`src/rtl/uart_pkg.sv`:
```
// Shared UART definitions: transmitter state type, frame constants and baud divisor helper.
package uart_pkg;

    typedef enum logic [1:0] {
        IDLE  = 2'd0,
        START = 2'd1,
        DATA  = 2'd2,
        STOP  = 2'd3
    } tx_state_t;

    localparam int unsigned UART_DATA_BITS = 8;
    localparam int unsigned UART_STOP_BITS = 1;

    // Rounded clocks-per-bit divisor.
    function automatic int unsigned baud_div(input int unsigned clk_freq, input int unsigned baud);
        return (clk_freq + baud / 2) / baud;
    endfunction

endpackage

```
`src/rtl/sync_fifo.sv`:
```
// Single-clock FIFO with occupancy count; push is honoured when full if a pop happens in the same cycle.
module sync_fifo #(
    parameter int unsigned WIDTH = 8,
    parameter int unsigned DEPTH = 16
) (
    input  logic                     clk,
    input  logic                     rst_n,
    input  logic                     push,
    input  logic                     pop,
    input  logic [WIDTH-1:0]         din,
    output logic [WIDTH-1:0]         dout,
    output logic                     full,
    output logic                     empty,
    output logic [$clog2(DEPTH):0]   count
);
    localparam int unsigned AW = $clog2(DEPTH);
    localparam logic [AW:0] DEPTH_CNT = (AW + 1)'(DEPTH);

    logic [WIDTH-1:0] mem [DEPTH];
    logic [AW-1:0]    rd_ptr;
    logic [AW-1:0]    wr_ptr;
    logic             do_push;
    logic             do_pop;

    assign empty   = (count == '0);
    assign full    = (count == DEPTH_CNT);
    assign do_pop  = pop && !empty;
    assign do_push = push && (!full || do_pop);
    assign dout    = mem[rd_ptr];

    always_ff @(posedge clk) begin
        if (do_push) begin
            mem[wr_ptr] <= din;
        end
    end

    always_ff @(posedge clk or negedge rst_n) begin
        if (!rst_n) begin
            rd_ptr <= '0;
            wr_ptr <= '0;
            count  <= '0;
        end else begin
            if (do_push) begin
                wr_ptr <= wr_ptr + 1'b1;
            end
            if (do_pop) begin
                rd_ptr <= rd_ptr + 1'b1;
            end
            case ({do_push, do_pop})
                2'b10:   count <= count + 1'b1;
                2'b01:   count <= count - 1'b1;
                default: count <= count;
            endcase
        end
    end

endmodule

```
`src/rtl/uart_tx_mmio.sv`:
```
// MMIO UART transmitter: toggle-handshake write port feeding a TX FIFO and an 8N1 serialiser.
module uart_tx_mmio
    import uart_pkg::*;
#(
    parameter int unsigned CLK_FREQ   = 27_000_000,
    parameter int unsigned BAUD       = 115_200,
    parameter int unsigned FIFO_DEPTH = 16
) (
    input  logic                        clk,
    input  logic                        rst_n,
    input  logic [7:0]                  mmio_data_in,
    input  logic                        mmio_update,
    input  logic                        ovf_clr,
    output logic                        tx,
    output logic                        tx_busy,
    output logic                        fifo_full,
    output logic [$clog2(FIFO_DEPTH):0] fifo_count,
    output logic                        overflow
);
    localparam int unsigned   DIV      = baud_div(CLK_FREQ, BAUD);
    localparam int unsigned   CW       = (DIV > 1) ? $clog2(DIV) : 1;
    localparam logic [CW-1:0] DIV_M1   = CW'(DIV - 1);
    localparam logic [2:0]    LAST_BIT = 3'(UART_DATA_BITS - 1);

    tx_state_t     state;
    logic          upd_q;
    logic          armed;
    logic          write;
    logic          pop;
    logic          bit_end;
    logic          fifo_empty;
    logic [7:0]    fifo_dout;
    logic [7:0]    shift_reg;
    logic [CW-1:0] baud_cnt;
    logic [2:0]    bit_idx;

    // armed keeps a toggle level left over from before reset from counting as a write.
    assign write   = (mmio_update != upd_q) && armed;
    assign bit_end = (baud_cnt == '0);
    assign pop     = !fifo_empty && ((state == IDLE) || ((state == STOP) && bit_end));
    assign tx_busy = (state != IDLE) || !fifo_empty;

    sync_fifo #(
        .WIDTH (8),
        .DEPTH (FIFO_DEPTH)
    ) u_fifo (
        .clk   (clk),
        .rst_n (rst_n),
        .push  (write),
        .pop   (pop),
        .din   (mmio_data_in),
        .dout  (fifo_dout),
        .full  (fifo_full),
        .empty (fifo_empty),
        .count (fifo_count)
    );

    always_ff @(posedge clk or negedge rst_n) begin
        if (!rst_n) begin
            upd_q    <= 1'b0;
            armed    <= 1'b0;
            overflow <= 1'b0;
        end else begin
            upd_q <= mmio_update;
            armed <= 1'b1;
            if (write && fifo_full && !pop) begin
                overflow <= 1'b1;
            end else if (ovf_clr) begin
                overflow <= 1'b0;
            end
        end
    end

    always_ff @(posedge clk or negedge rst_n) begin
        if (!rst_n) begin
            state     <= IDLE;
            tx        <= 1'b1;
            baud_cnt  <= '0;
            bit_idx   <= '0;
            shift_reg <= '0;
        end else begin
            case (state)
                IDLE: begin
                    if (pop) begin
                        shift_reg <= fifo_dout;
                        baud_cnt  <= DIV_M1;
                        tx        <= 1'b0;
                        state     <= START;
                    end
                end
                START: begin
                    if (bit_end) begin
                        baud_cnt <= DIV_M1;
                        bit_idx  <= '0;
                        tx       <= shift_reg[0];
                        state    <= DATA;
                    end else begin
                        baud_cnt <= baud_cnt - 1'b1;
                    end
                end
                DATA: begin
                    if (bit_end) begin
                        baud_cnt <= DIV_M1;
                        if (bit_idx == LAST_BIT) begin
                            tx    <= 1'b1;
                            state <= STOP;
                        end else begin
                            bit_idx <= bit_idx + 3'd1;
                            tx      <= shift_reg[bit_idx + 3'd1];
                        end
                    end else begin
                        baud_cnt <= baud_cnt - 1'b1;
                    end
                end
                STOP: begin
                    // Popping straight into START keeps back-to-back frames gap-free.
                    if (bit_end) begin
                        if (pop) begin
                            shift_reg <= fifo_dout;
                            baud_cnt  <= DIV_M1;
                            tx        <= 1'b0;
                            state     <= START;
                        end else begin
                            state <= IDLE;
                        end
                    end else begin
                        baud_cnt <= baud_cnt - 1'b1;
                    end
                end
                default: begin
                    tx    <= 1'b1;
                    state <= IDLE;
                end
            endcase
        end
    end

endmodule

```
`config.mk`:
```
export PLATFORM = sky130hd
export DESIGN_NAME = uart_tx_mmio
export DESIGN_NICKNAME = d
export VERILOG_FILES = /design/src/rtl/uart_pkg.sv /design/src/rtl/sync_fifo.sv /design/src/rtl/uart_tx_mmio.sv
export SDC_FILE = /design/constraint.sdc
export NUM_CORES = 1
export LEC_CHECK = 0
export ABC_AREA = 1
export CAP_MARGIN = 20
export CORE_MARGIN = 2
export CORE_UTILIZATION = 39
export CTS_BUF_LIST = sky130_fd_sc_hd__clkbuf_8
export CTS_CLUSTER_DIAMETER = 50
export CTS_CLUSTER_SIZE = 25
export DETAILED_ROUTE_END_ITERATION = 6
export HOLD_SLACK_MARGIN = 0.1
export SYNTH_ARGS = -nofsm -noshare
export SYNTH_HDL_FRONTEND = slang
export SYNTH_SLANG_ARGS = --single-unit
```
`constraint.sdc`:
```
create_clock -name clk -period 2.89 [get_ports clk]
set_clock_uncertainty 0.05 [all_clocks]
set_input_delay 0.7225 -clock clk [delete_from_list [all_inputs] [get_ports clk]]
set_output_delay 0.7225 -clock clk [all_outputs]
set_load 0.1 [all_outputs]
```
==> summary.txt <==
IO buf count = 20
Synth area leaders = edfxtp_1 51%, dfrtp_1 12%, nor2_1 7.0%
CTS Buf Count = 17
RePlAce Congestion = 0.856
Synth Area per Inst = 10.2 um2
CTS tree = built
Synth async-reset ratio = 22.9%
Worst slew margin = 47.1%
initial antenna violation count = 0
synth warn = 0
GRT overflow = 0
via density per instance = 4.86
Critical Path RT = 3.21 ns
GR peak layer = met2
met1 usage = 21.6%
GRT Util Overall = 16.9%
cells after synthesis = 740
htree depth = 4
root buffer cell = clkbuf_8
starting DRC count in detailed routing = 274
Ant. Diodes = 0
post-synth top area share = 50.9%
via count = 5087
Top cell by count, worst path = nand2_4
num ports = 21
Tot Pwr = 5.40 mW
Fillers = 1773
Hold WC Path Type = primary input to async pin
layout cell share with drive strength beyond 1 = 12.7%
Clock Path Buffers = 2
crit start category = register
first-pass GRT wire length = 25700 um
met3 Resource Use GR = 3.42%
Mapped Area = 7550 um2
post-detail-place hpwl = 10400 um
Nets = 805
Placement Rows = 50
DRC viols = 0
Finish-stage setup viols = 0
Worst Path Max Fanout = 14
synth-to-layout area growth = 13.4%
postcts setup bufs = 0
Largest register FFs = 128
critical path's slowest cell = dfrtp_1
area leader, netlist = edfxtp_1
vias in the first global route = 4860
leakage = 3.27 nW
sequential fraction of the synthesis area = 63.5%
ys flop type = edfxtp_1
Die Ht = 143 um
final WL = 16300 um
Die ar. = 20500 um2
outcome = finished clean
worst-skew pair later-pin latency = 0.46 ns
unrepaired setup endpoints after global routing = no
pin count of the biggest net entering global routing = 43
WL per Instance = 15.6 um
Slew Limit Fails = 0
max frequency = 382 MHz
post-CTS sizing = 0
kind of critical path = register to register
Worst Setup End Kind = register
Final ANT Viol Nets = 0
Finished Core Util = 45.5%
crit-path cells = inv_1 > ha_1 > nand2_1 > nor2_4 > nand2_2 > nand2_2 > nand2_4 > nand2_4 > nand2_4 > ha_4 > ha_1 > buf_4 > a21oi_1 > nand3_1 > a31oi_1
top-count cell post-synth = nor2_1
Core ar. = 18800 um2
Worst VDD drop = 407 uV
CP peak stage delay = 0.43 ns
final hold vios = 0
final worst-path cycle share = 90.6%
Hold Buf Count CTS = 0
Reg clk slew, reported paths = 0.10 ns
crit path DAT = 2.94 ns
die width = 143 um
clock sink count = 166
r2r setup slk = 0.27 ns
Max-Cap Viols = 0
number of detailed-route iterations in the first pass = 5
Least-Margin Pin Slew = 0.788 ns
min cycle time layout = 2.62 ns
commonest cells in the netlist = 140 x nor2_1, 128 x edfxtp_1, 121 x nand2_1
Initial Util = 40.1%
Yosys cell types = 32
setup_tns = 0 ns
#FFs+latches synth = 166
Synthesized Nets = 771
grt met2 use = 27.9%
EDFF count, synth = 128
Power per Cell Area = 631 nW/um2
cell type report:
cell class	count	area, um2	share of cell area (%)
clock inverters	15	191	2.24
repair buffers	44	365	4.27
inverters	59	221	2.59
flip-flops and latches	166	4810	56.2
well taps	260	325	3.80
clock buffers	17	234	2.73
multi-input cells	486	2410	28.1
logic make-up (layout without fill, tap and decap cells):
kind of cell             after synthesis  in the layout  share of synthesized area, %
adder cells (fa/ha/maj)               19             19                          3.25
other                                  1              1                        0.0497
AND/OR/NAND/NOR                      359            359                          20.1
buffers and inverters                 88            135                          4.89
flip-flops                           166            166                          63.5
AO/OA/AOI/OAI                         97             97                          6.98
XOR/XNOR                              10             10                          1.16
cells in the final DEF (no fill, tap or decap), drive strengths merged, types with 2 or more instances in the layout:
cell / instances
nor2: 151
edfxtp: 128
nand2: 127
nand3: 78
o21ai: 74
inv: 63
dfrtp: 37
buf: 34
ha: 18
clkbuf: 17
a21oi: 11
clkdlybuf4s50: 10
o211ai: 8
xor2: 7
clkinv: 7
xnor2: 3
bufinv: 3
nand4: 2
o22ai: 2
power breakdown:
part	internal [mW]	total, mW	switching [mW]
Sequential	2.73	2.83	0.0976
Clock	0.876	1.77	0.898
Combinational	0.209	0.799	0.590
Total	3.82	5.40	1.59
per-stage QoR:
stage          hold slack [ns]  instance area (um2)  std cells  worst slack, ns
5_1_grt                  0.258                 8560       1047           0.0164
3_5_place_dp             0.415                 8120       1013           0.0869
4_1_cts                  0.239                 8550       1045            0.173
6_report                 0.238                 8560       1047            0.272
2_1_floorplan            0.377                 7590        740           -0.129
3_3_place_gp             0.407                 8120       1013            0.110
worst max-delay path: cells and delay by family, from the launching register on:
family	cells	cell delay (ns)
AOI/OAI and AO/OA	2	0.35
adders and majority gates	3	0.62
buffers and inverters	2	0.25
DFF	1	0.43
and+or+nand+nor	8	0.81
path summary, 6_finish.rpt:
check                                 startpoint                     endpoint  cells past startpoint
setup / recovery           baud_cnt[0]$_DFF_PN0_  u_fifo.count[3]$_DFFE_PN0P_                     15
hold / removal                             rst_n        baud_cnt[2]$_DFF_PN0_                      1
setup reg to reg           baud_cnt[0]$_DFF_PN0_  u_fifo.count[3]$_DFFE_PN0P_                     15
hold reg to reg                   tx$_DFFE_PN1P_               tx$_DFFE_PN1P_                      2
max in group asynchronous                  rst_n               tx$_DFFE_PN1P_                      2
min in group clk                  tx$_DFFE_PN1P_               tx$_DFFE_PN1P_                      2
metal layers:
layer / share of wire [%] / wire length, um / up-vias
met3: 3.5 / 569 / 28
li1: - / - / 2553
met1: 45 / 7290 / 2418
met2: 49 / 7970 / 88
met4: 2.8 / 461 / 0
met5: 0 / 0 / -
Note: power is estimated with default switching activity, not from simulation.
